File: src/rtl/if_fetch_queue.sv
// if_fetch_queue: instruction fetch stage with an FQ_DEPTH-entry fetch queue.
//
// The stage issues at most one read per cycle to a synchronous instruction
// memory with 1-cycle latency. Responses are queued until decode takes them.
// Branch, jump and ecall redirects flush the queue, kill the pending response
// and issue the target fetch in the same cycle.
//
// Ports:
//   clk, rst        clock, synchronous active-high reset
//   pc_out          memory address for this cycle's request
//   inst_req        memory read enable
//   inst_in         read data, valid the cycle after an accepted inst_req
//   exe_if_jmp_bus  {jmp_flag, jmp_target[31:0], br_flag} from execute
//   ecall_flag      trap redirect from the CSR unit
//   csr_ecall       trap vector
//   ds_allowin      decode can accept this cycle
//   fs_to_ds_valid  head entry valid toward decode
//   if_id_bus_out   {inst[31:0], pc[31:0]} toward decode
//   fq_count        current queue occupancy
//
// Optional feature (macro FQ_BYPASS_EN): a surviving response that finds the
// queue empty while decode is ready is handed to decode in its response cycle
// and is not written into the queue.
//
// Handshake toward decode: an entry transfers on every rising edge where
// fs_to_ds_valid and ds_allowin are both 1. fs_to_ds_valid never depends on
// ds_allowin in the default build; with FQ_BYPASS_EN the bypass path asserts
// valid only when ds_allowin is already 1, so the transfer happens anyway.
module if_fetch_queue #(
    parameter logic [31:0] RESET_PC = 32'h0000_0000,
    parameter int          FQ_DEPTH = 4,
    parameter logic [31:0] NOP_INST = 32'h0000_0033
) (
    input  logic                             clk,
    input  logic                             rst,
    output logic [31:0]                      pc_out,
    output logic                             inst_req,
    input  logic [31:0]                      inst_in,
    input  logic [33:0]                      exe_if_jmp_bus,
    input  logic                             ecall_flag,
    input  logic [31:0]                      csr_ecall,
    input  logic                             ds_allowin,
    output logic                             fs_to_ds_valid,
    output logic [63:0]                      if_id_bus_out,
    output logic [$clog2(FQ_DEPTH+1)-1:0]    fq_count
);

    localparam int CW = $clog2(FQ_DEPTH + 1);
    localparam int PW = $clog2(FQ_DEPTH);

    // Registered state
    logic [31:0]   fetch_pc_q, fetch_pc_d;
    logic          inflight_q, inflight_d;
    logic [31:0]   req_pc_q, req_pc_d;
    logic [CW-1:0] count_q, count_d;
    logic [PW-1:0] rd_ptr_q, rd_ptr_d;
    logic [PW-1:0] wr_ptr_q, wr_ptr_d;
    logic [31:0]   inst_mem_q [FQ_DEPTH];
    logic [31:0]   pc_mem_q   [FQ_DEPTH];

    // Redirect decode
    logic        jmp_flag;
    logic        br_flag;
    logic [31:0] jmp_target;
    logic        redir;
    logic [31:0] target;

    // Queue control
    logic        empty;
    logic        bypass;
    logic        q_pop;
    logic        push;
    logic [CW:0] occupancy;
    logic        credit;

    assign jmp_flag   = exe_if_jmp_bus[33];
    assign jmp_target = exe_if_jmp_bus[32:1];
    assign br_flag    = exe_if_jmp_bus[0];

    // Branch/jump outranks ecall when both fire together.
    assign redir  = br_flag | jmp_flag | ecall_flag;
    assign target = (br_flag | jmp_flag) ? jmp_target : csr_ecall;

    assign empty = (count_q == '0);

`ifdef FQ_BYPASS_EN
    assign bypass = !rst & inflight_q & !redir & empty & ds_allowin;
`else
    assign bypass = 1'b0;
`endif

    assign fs_to_ds_valid = !rst & !redir & (!empty | bypass);
    // Only a queued head leaves the queue; a bypassed response never entered it.
    assign q_pop = !rst & !redir & !empty & ds_allowin;
    // A response arriving during a redirect belongs to the abandoned path.
    assign push  = !rst & inflight_q & !redir & !bypass;

    // Queued entries plus the outstanding response must fit, so a new request
    // is always safe to accept when this credit holds.
    assign occupancy = {1'b0, count_q} + (CW + 1)'(inflight_q);
    assign credit    = occupancy < (CW + 1)'(FQ_DEPTH);

    assign inst_req = !rst & (redir | credit | (fs_to_ds_valid & ds_allowin));
    assign pc_out   = rst ? RESET_PC : (redir ? target : fetch_pc_q);
    assign fq_count = count_q;

    always_comb begin
        if_id_bus_out = {NOP_INST, pc_mem_q[rd_ptr_q]};
        if (rst) begin
            if_id_bus_out = {NOP_INST, 32'h0000_0000};
        end else if (bypass) begin
            if_id_bus_out = {inst_in, req_pc_q};
        end else if (fs_to_ds_valid) begin
            if_id_bus_out = {inst_mem_q[rd_ptr_q], pc_mem_q[rd_ptr_q]};
        end
    end

    always_comb begin
        fetch_pc_d = fetch_pc_q;
        inflight_d = 1'b0;
        req_pc_d   = req_pc_q;
        count_d    = count_q;
        rd_ptr_d   = rd_ptr_q;
        wr_ptr_d   = wr_ptr_q;

        if (inst_req) begin
            fetch_pc_d = pc_out + 32'd4;
            inflight_d = 1'b1;
            req_pc_d   = pc_out;
        end

        if (redir) begin
            count_d  = '0;
            rd_ptr_d = '0;
            wr_ptr_d = '0;
        end else begin
            count_d = count_q + CW'(push) - CW'(q_pop);
            if (q_pop) rd_ptr_d = rd_ptr_q + PW'(1);
            if (push)  wr_ptr_d = wr_ptr_q + PW'(1);
        end
    end

    always_ff @(posedge clk) begin
        if (rst) begin
            fetch_pc_q <= RESET_PC;
            inflight_q <= 1'b0;
            req_pc_q   <= RESET_PC;
            count_q    <= '0;
            rd_ptr_q   <= '0;
            wr_ptr_q   <= '0;
        end else begin
            fetch_pc_q <= fetch_pc_d;
            inflight_q <= inflight_d;
            req_pc_q   <= req_pc_d;
            count_q    <= count_d;
            rd_ptr_q   <= rd_ptr_d;
            wr_ptr_q   <= wr_ptr_d;
        end
    end

    // Storage needs no reset: count_q alone decides what is live.
    always_ff @(posedge clk) begin
        if (push) begin
            inst_mem_q[wr_ptr_q] <= inst_in;
            pc_mem_q[wr_ptr_q]   <= req_pc_q;
        end
    end

    // The credit rule makes a push into a full queue without a pop impossible.
    always_ff @(posedge clk) begin
        if (!rst) begin
            assert (!(push && !q_pop && (count_q == CW'(FQ_DEPTH))));
        end
    end

endmodule

File: config.mk
export PLATFORM = sky130hd
export DESIGN_NAME = if_fetch_queue
export DESIGN_NICKNAME = d
export VERILOG_FILES = /design/src/rtl/if_fetch_queue.sv
export SDC_FILE = /design/constraint.sdc
export NUM_CORES = 1
export LEC_CHECK = 0
export CAP_MARGIN = 20
export CORE_UTILIZATION = 55
export CTS_CLUSTER_SIZE = 28
export DETAILED_ROUTE_END_ITERATION = 6
export HOLD_SLACK_MARGIN = 0.12
export PLACE_DENSITY = 0.78
export SYNTH_ARGS = -nofsm -noshare
export SYNTH_HDL_FRONTEND = slang
export SYNTH_SLANG_ARGS = --single-unit
File: constraint.sdc
create_clock -name clk -period 4 [get_ports clk]
set_clock_uncertainty 0.2 [all_clocks]
set_input_delay 0.6 -clock clk [delete_from_list [all_inputs] [get_ports clk]]
set_output_delay 0.6 -clock clk [all_outputs]
set_load 0.02 [all_outputs]
==> reports/results.txt, run 1 <==
Status: complete, no violations
Nets: 1293
Most frequent cells in the layout: edfxtp_1, clkdlybuf4s50_1, nand2_1
TritonRoute pass-1 iters: 5
Iteration-0 DRC Markers: 750
Root Buffer: clkbuf_16
Vias per Instance: 5.83
PostCTS Resize Cnt: 0
Synthesized Nets: 1069
Final Cycle Share: 95.3%
Final Hold Vio Count: 0
Pins Over Slew Limit: 0
Residual DRC: 0
Max FO, Critical Path: 17
Starting density of the core: 56.0%
Crit path DAT: 3.01 ns
ANT cells: 0
Max-slew headroom: 40.7%
Synth Cell Area: 0.0141 mm^2
Clk_lat worst skew: 0.55 ns
Pre-CTS setup slack: 0.167 ns
Routed WL: 31.5 mm
Largest net degree at the start of global routing: 69
Setup Crit Path Kind: primary input to output port
Num Clock Sinks: 328
Core footprint: 0.0252 mm^2
Setup tns final: 0 ns
Placed instance area: 0.0167 mm^2
Async set or reset register ratio after synthesis: 0%
Fmax: 262 MHz
Routability-driven placement congestion ratio: 0.916
Height of the die: 162 um
HP Class: primary input to flop
Clock H-tree levels: 1
Most common cell after layout, fill and taps aside: edfxtp_1
Cell Pwr Density: 405 mW/mm^2
Max Cap Viol: 0
Fillers: 1618
Detailed Place HPWL: 20.1 mm
Max IR drop VDD: 357 uV
Yosys reg bits: 328
ANT nets after route: 0
Slew @ Worst Pin: 0.889 ns
Layout cells sized above 1: 17.4%
Post-synth top flop: edfxtp_1
Vias in the first global route: 8922
Post-synth EDFFs: 256
Row count: 58
# hold bufs at CTS: 0
Final worst slack: 0.188 ns
CTS tree: yes
Gate Count Post-Synth: 959
GRT Util Overall: 24.3%
Setup bufs post-CTS: 0
Post-synth cell types: 72
Critical Path Sink Type: output port
Via count: 8965
Crit path time final: 3.81 ns
Total grt overflow: 0
Syn avg cell area: 14.7 um^2
Startpoint Class: primary input
IO buf count: 202
Die area: 0.0263 mm^2
Finished Cell Area: 0.0178 mm^2
Clk buf depth: 3
Register area share after synthesis: 64.7%
Leak pwr: 5.93 nW
Clock transition at path regs: 0.06 ns
P&R area growth vs syn: 25.9%
CTS buffer count: 31
# IOs: 203
Global-route wire length before repair: 49.0 mm
Die Wd: 162 um
RSZ-0062 raised after global routing: no
YS warnings: 0
Wirelength per Cell: 20.5 um
Worst EP required: 3.20 ns
Initial antenna violation count: 0
Final Setup Violations: 0
-- synthesized netlist by cell type (all sizes together) (21+ instances only) --
cell type	instances	area share [%]
edfxtp	256	55
nand2	76	2.0
dfxtp	72	10
nor2	71	2.0
mux4	64	10
a211oi	42	2.6
and2	37	1.6
clkbuf	36	0.96
a21oi	30	1.1
mux2i	30	2.1
nor2b	29	1.3
buf	26	1.1
xnor2	21	1.3
-- sequential cells by signal, indices dropped and copies added, names as in the netlist, named ones only --
signal,flops
fetch_pc_q,32
fq_count,3
inflight_q,1
inst_mem_q,128
pc_mem_q,128
rd_ptr_q,2
req_pc_q,30
wr_ptr_q,2
-- final timing paths --
check / start / endpoint / slack, ns / cells past startpoint
worst min-delay path: rst / fetch_pc_q[19]$_SDFFE_PP0P_ / 0.25 / 2
worst max-delay path: exe_if_jmp_bus[33] / if_id_bus_out[54] / 0.19 / 7
worst min register to register: fetch_pc_q[28]$_SDFFE_PP0P_ / fetch_pc_q[28]$_SDFFE_PP0P_ / 0.27 / 2
worst max register to register: fq_count[1]$_SDFF_PP0_ / fetch_pc_q[25]$_SDFFE_PP0P_ / 1.16 / 9
-- final cells by class --
| class | instances | area (um^2) | area share (%) |
|---|---|---|---|
| Sequential cell | 328 | 9130 | 51.5 |
| Multi-Input combinational cell | 553 | 4640 | 26.1 |
| Timing Repair Buffer | 253 | 2490 | 14.1 |
| Clock buffer | 44 | 885 | 4.98 |
| Tap cell | 330 | 413 | 2.33 |
| Clock inverter | 14 | 126 | 0.712 |
| Inverter | 16 | 60.1 | 0.338 |
-- layer usage --
layer  track usage [%]  vias up  wire length, um
li1                  -     4095                -
met1              34.8     4421            13800
met2              39.7      403            15000
met3              3.32       46             2130
met4              5.75        0              542
met5                 0        -                0
-- logic make-up after synthesis --
| group | share of synthesized area, % |
|---|---|
| flip-flops | 64.7 |
| AND/OR/NAND/NOR | 10.2 |
| AO/OA/AOI/OAI | 7.60 |
| multiplexers | 12.4 |
| buffers and inverters | 2.51 |
| XOR/XNOR | 1.74 |
| adder cells (fa/ha/maj) | 0.763 |
-- worst max-delay path, cell delays in order --
cell             delay [ns]
clkdlybuf4s50_1        0.45
buf_4                  0.18
nor4_4                 0.41
o31ai_4                0.32
buf_4                  0.28
nor2b_1                0.13
clkdlybuf4s50_1        0.61
-- per-stage QoR --
step	utilization, %	hold slack [ns]	power [mW]	instances
detailed placement	66.5	0.250	4.38	1480
floorplan	-	0.225	4.09	959
finish	70.5	0.252	7.19	1538
global placement	66.5	0.241	4.37	1480
global route	70.5	0.268	7.40	1538
CTS	70.5	0.238	7.22	1538
-- report_power, final --
group	internal, mW	switching (mW)
clock network	1.67	1.20
registers	3.72	0.0481
logic	0.275	0.273
total	5.66	1.53
No activity file was read; power rests on OpenSTA's default activity.
==> inputs of run 2 (changes only) <==
Settings changed: ABC_CLOCK_PERIOD_IN_PS from default to 4000.
==> results of run 2 <==
Final layout, timing and power as in run 1 (identical DEF).
==> inputs of run 3 (changes only) <==
Settings changed: CORE_MARGIN from default to 1.5, SKIP_CTS_REPAIR_TIMING from default to 1.
==> run 3 against run 2 <==
Against the previous run:
- global-route usage grew 0.61 points
- sequential cell count unchanged
- critical endpoint is now pc_out[25]
- sequential power barely moved
- total power increased by 5.5%
- combinational power is 1% higher
- worst hold slack hardly changed
- highest routed layer unchanged
- critical path type unchanged
- via count shrank 0.15%
- core utilization up 1.0 points
==> reports/results.txt, run 3 (synthesis results as in run 1) <==
Status: complete, no violations
Residual DRC: 0 (unchanged)
Hold path startpoint: fetch_pc_q[3]$_SDFFE_PP0P_
Vias per Instance: 5.81 (-0.40%)
Nets: 1297 (+0.31%)
Most frequent cells in the layout: edfxtp_1, clkdlybuf4s50_1, nand2_1
ANT nets after route: 0 (unchanged)
Max IR drop VDD: 402 uV (+12%)
Slew @ Worst Pin: 0.891 ns (+0.00194 ns)
Die Wd: 163 um (+0.62%)
Max FO, Critical Path: 35 (+18)
Startpoint Class: primary input
Layout cells sized above 1: 18.2% (+0.77 points)
Net Switching: 1.59 mW (+4.0%)
Clock transition at path regs: 0.07 ns (about the same)
Die area: 0.0266 mm^2 (+1.2%)
Total grt overflow: 0 (unchanged)
Clk_lat worst skew: 0.56 ns (about the same)
Vias in the first global route: 8939 (+0.19%)
GRT Util Overall: 24.9% (+0.61 points)
Comb power frac: 7.3% (-0.3 points)
Crit path time final: 3.67 ns (-0.138 ns)
Critical path cell sequence: clkdlybuf4s50_1 -> buf_4 -> nor2_4 -> buf_12 -> nor2_1 -> a211oi_1 -> clkdlybuf4s50_1
Clk buf depth: 3 (unchanged)
Sequential Power Share: 49.7% (-2.7 points)
Routed WL: 32.8 mm (+4.3%)
P&R area growth vs syn: 27.7%
Cell family with most CP delay: buffers and inverters
Num Clock Sinks: 328 (unchanged)
Setup Crit Path Kind: primary input to output port
Crit path DAT: 2.87 ns (-0.14 ns)
Clock H-tree levels: 1 (unchanged)
Worst path buffer plus inverter count: 4 (unchanged)
Reg2reg start: fq_count[1]$_SDFF_PP0_
CTS tree: yes
Max-slew headroom: 40.6% (-0.13 points)
Final Hold Vio Count: 0 (unchanged)
Starting density of the core: 56.0% (unchanged)
Max Cap Viol: 0 (unchanged)
Via count: 8952 (-0.15%)
Pre-CTS setup slack: 0.281 ns (+0.115 ns)
Row count: 58 (unchanged)
Finished Cell Area: 0.0180 mm^2 (+1.4%)
Core footprint: 0.0252 mm^2 (unchanged)
Critical Path Sink Type: output port
# IOs: 203 (unchanged)
TritonRoute pass-1 iters: 5 (unchanged)
Global-route wire length before repair: 50.7 mm (+3.4%)
Wirelength per Cell: 21.3 um (+4.1%)
CP startpoint: exe_if_jmp_bus[33]
Largest regs: inst_mem_q: 128 flops, pc_mem_q: 128 flops, fetch_pc_q: 32 flops
HP Class: flop to flop
Routability-driven placement congestion ratio: 0.914 (-0.19%)
Worst EP required: 3.20 ns (about the same)
Root Buffer: clkbuf_16
Final Cycle Share: 91.9% (-3.4 points)
Fmax: 272 MHz (+3.8%)
Height of the die: 163 um (+0.62%)
CP peak stage delay: 0.71 ns (+0.10 ns)
Most common cell after layout, fill and taps aside: edfxtp_1
Final Setup Violations: 0 (unchanged)
Largest net degree at the start of global routing: 69 (unchanged)
Pins Over Slew Limit: 0 (unchanged)
RSZ-0062 raised after global routing: no
Iteration-0 DRC Markers: 704 (-6.1%)
Setup tns final: 0 ns (unchanged)
Leak pwr: 6.03 nW (+1.8%)
CTS buffer count: 31 (unchanged)
IO buf count: 202 (unchanged)
Most Frequent Cell on Critical Path: clkdlybuf4s50_1
Util after Layout: 71.5% (+1.0 points)
Int Power: 5.99 mW (+5.9%)
Final worst slack: 0.326 ns (+0.138 ns)
Placed instance area: 0.0168 mm^2 (+0.63%)
ANT cells: 0 (unchanged)
Detailed Place HPWL: 21.2 mm (+5.3%)
Switching Fraction: 20.9% (-0.30 points)
Internal reg-to-reg setup slack: 1.08 ns (-0.08 ns)
Cell Pwr Density: 421 mW/mm^2 (+4.0%)
Clock share of power: 43.0% (+3.1 points)
Crit-path slowest cell: clkdlybuf4s50_1
Initial antenna violation count: 0 (unchanged)
## run 3: path summary, 6_finish.rpt
| check | depth (start not counted) | end |
|---|---|---|
| max | 7 | pc_out[25] |
| min | 2 | fetch_pc_q[3]$_SDFFE_PP0P_ |
| min reg2reg | 2 | fetch_pc_q[3]$_SDFFE_PP0P_ |
| max reg2reg | 8 | fetch_pc_q[23]$_SDFFE_PP0P_ |
## run 3: through the flow
stage | cells | power (mW) | hold WS, ns
2_1_floorplan | 959 | 4.09 | 0.225
3_3_place_gp | 1484 | 4.37 | 0.245
5_1_grt | 1542 | 7.78 | 0.265
4_1_cts | 1542 | 7.61 | 0.254
3_5_place_dp | 1484 | 4.39 | 0.244
6_report | 1542 | 7.58 | 0.251
## run 3: cell type report
type / instances / area [um^2]
clock buffer: 40 / 871
clock inverter: 18 / 289
fill: 1592 / 7180
inverter: 16 / 60.1
multi-input combinational: 553 / 4640
sequential: 328 / 9130
tap: 330 / 413
timing repair buffer: 257 / 2600
## run 3: power by group through the flow
stage / clock network (mW) / logic [mW] / registers, mW
CTS: 3.29 / 0.554 / 3.77
global placement: 0 / 0.542 / 3.83
floorplan: 0 / 0.271 / 3.82
global route: 3.42 / 0.592 / 3.77
detailed placement: 0 / 0.548 / 3.84
finish: 3.26 / 0.554 / 3.77
## run 3: worst min-delay path, cell delays in order, from the launching register on
cell     delay, ns
dfxtp_1       0.31
nand2_1       0.05
a21oi_1       0.05
## run 3: metal layers
metal | global-route usage, % | vias to the layer above | wire, um
met2 | 41.0 | 393 | 15900
met3 | 2.92 | 55 | 2120
li1 | - | 4097 | -
met1 | 35.8 | 4407 | 14100
met4 | 6.01 | 0 | 673
met5 | 0 | - | 0
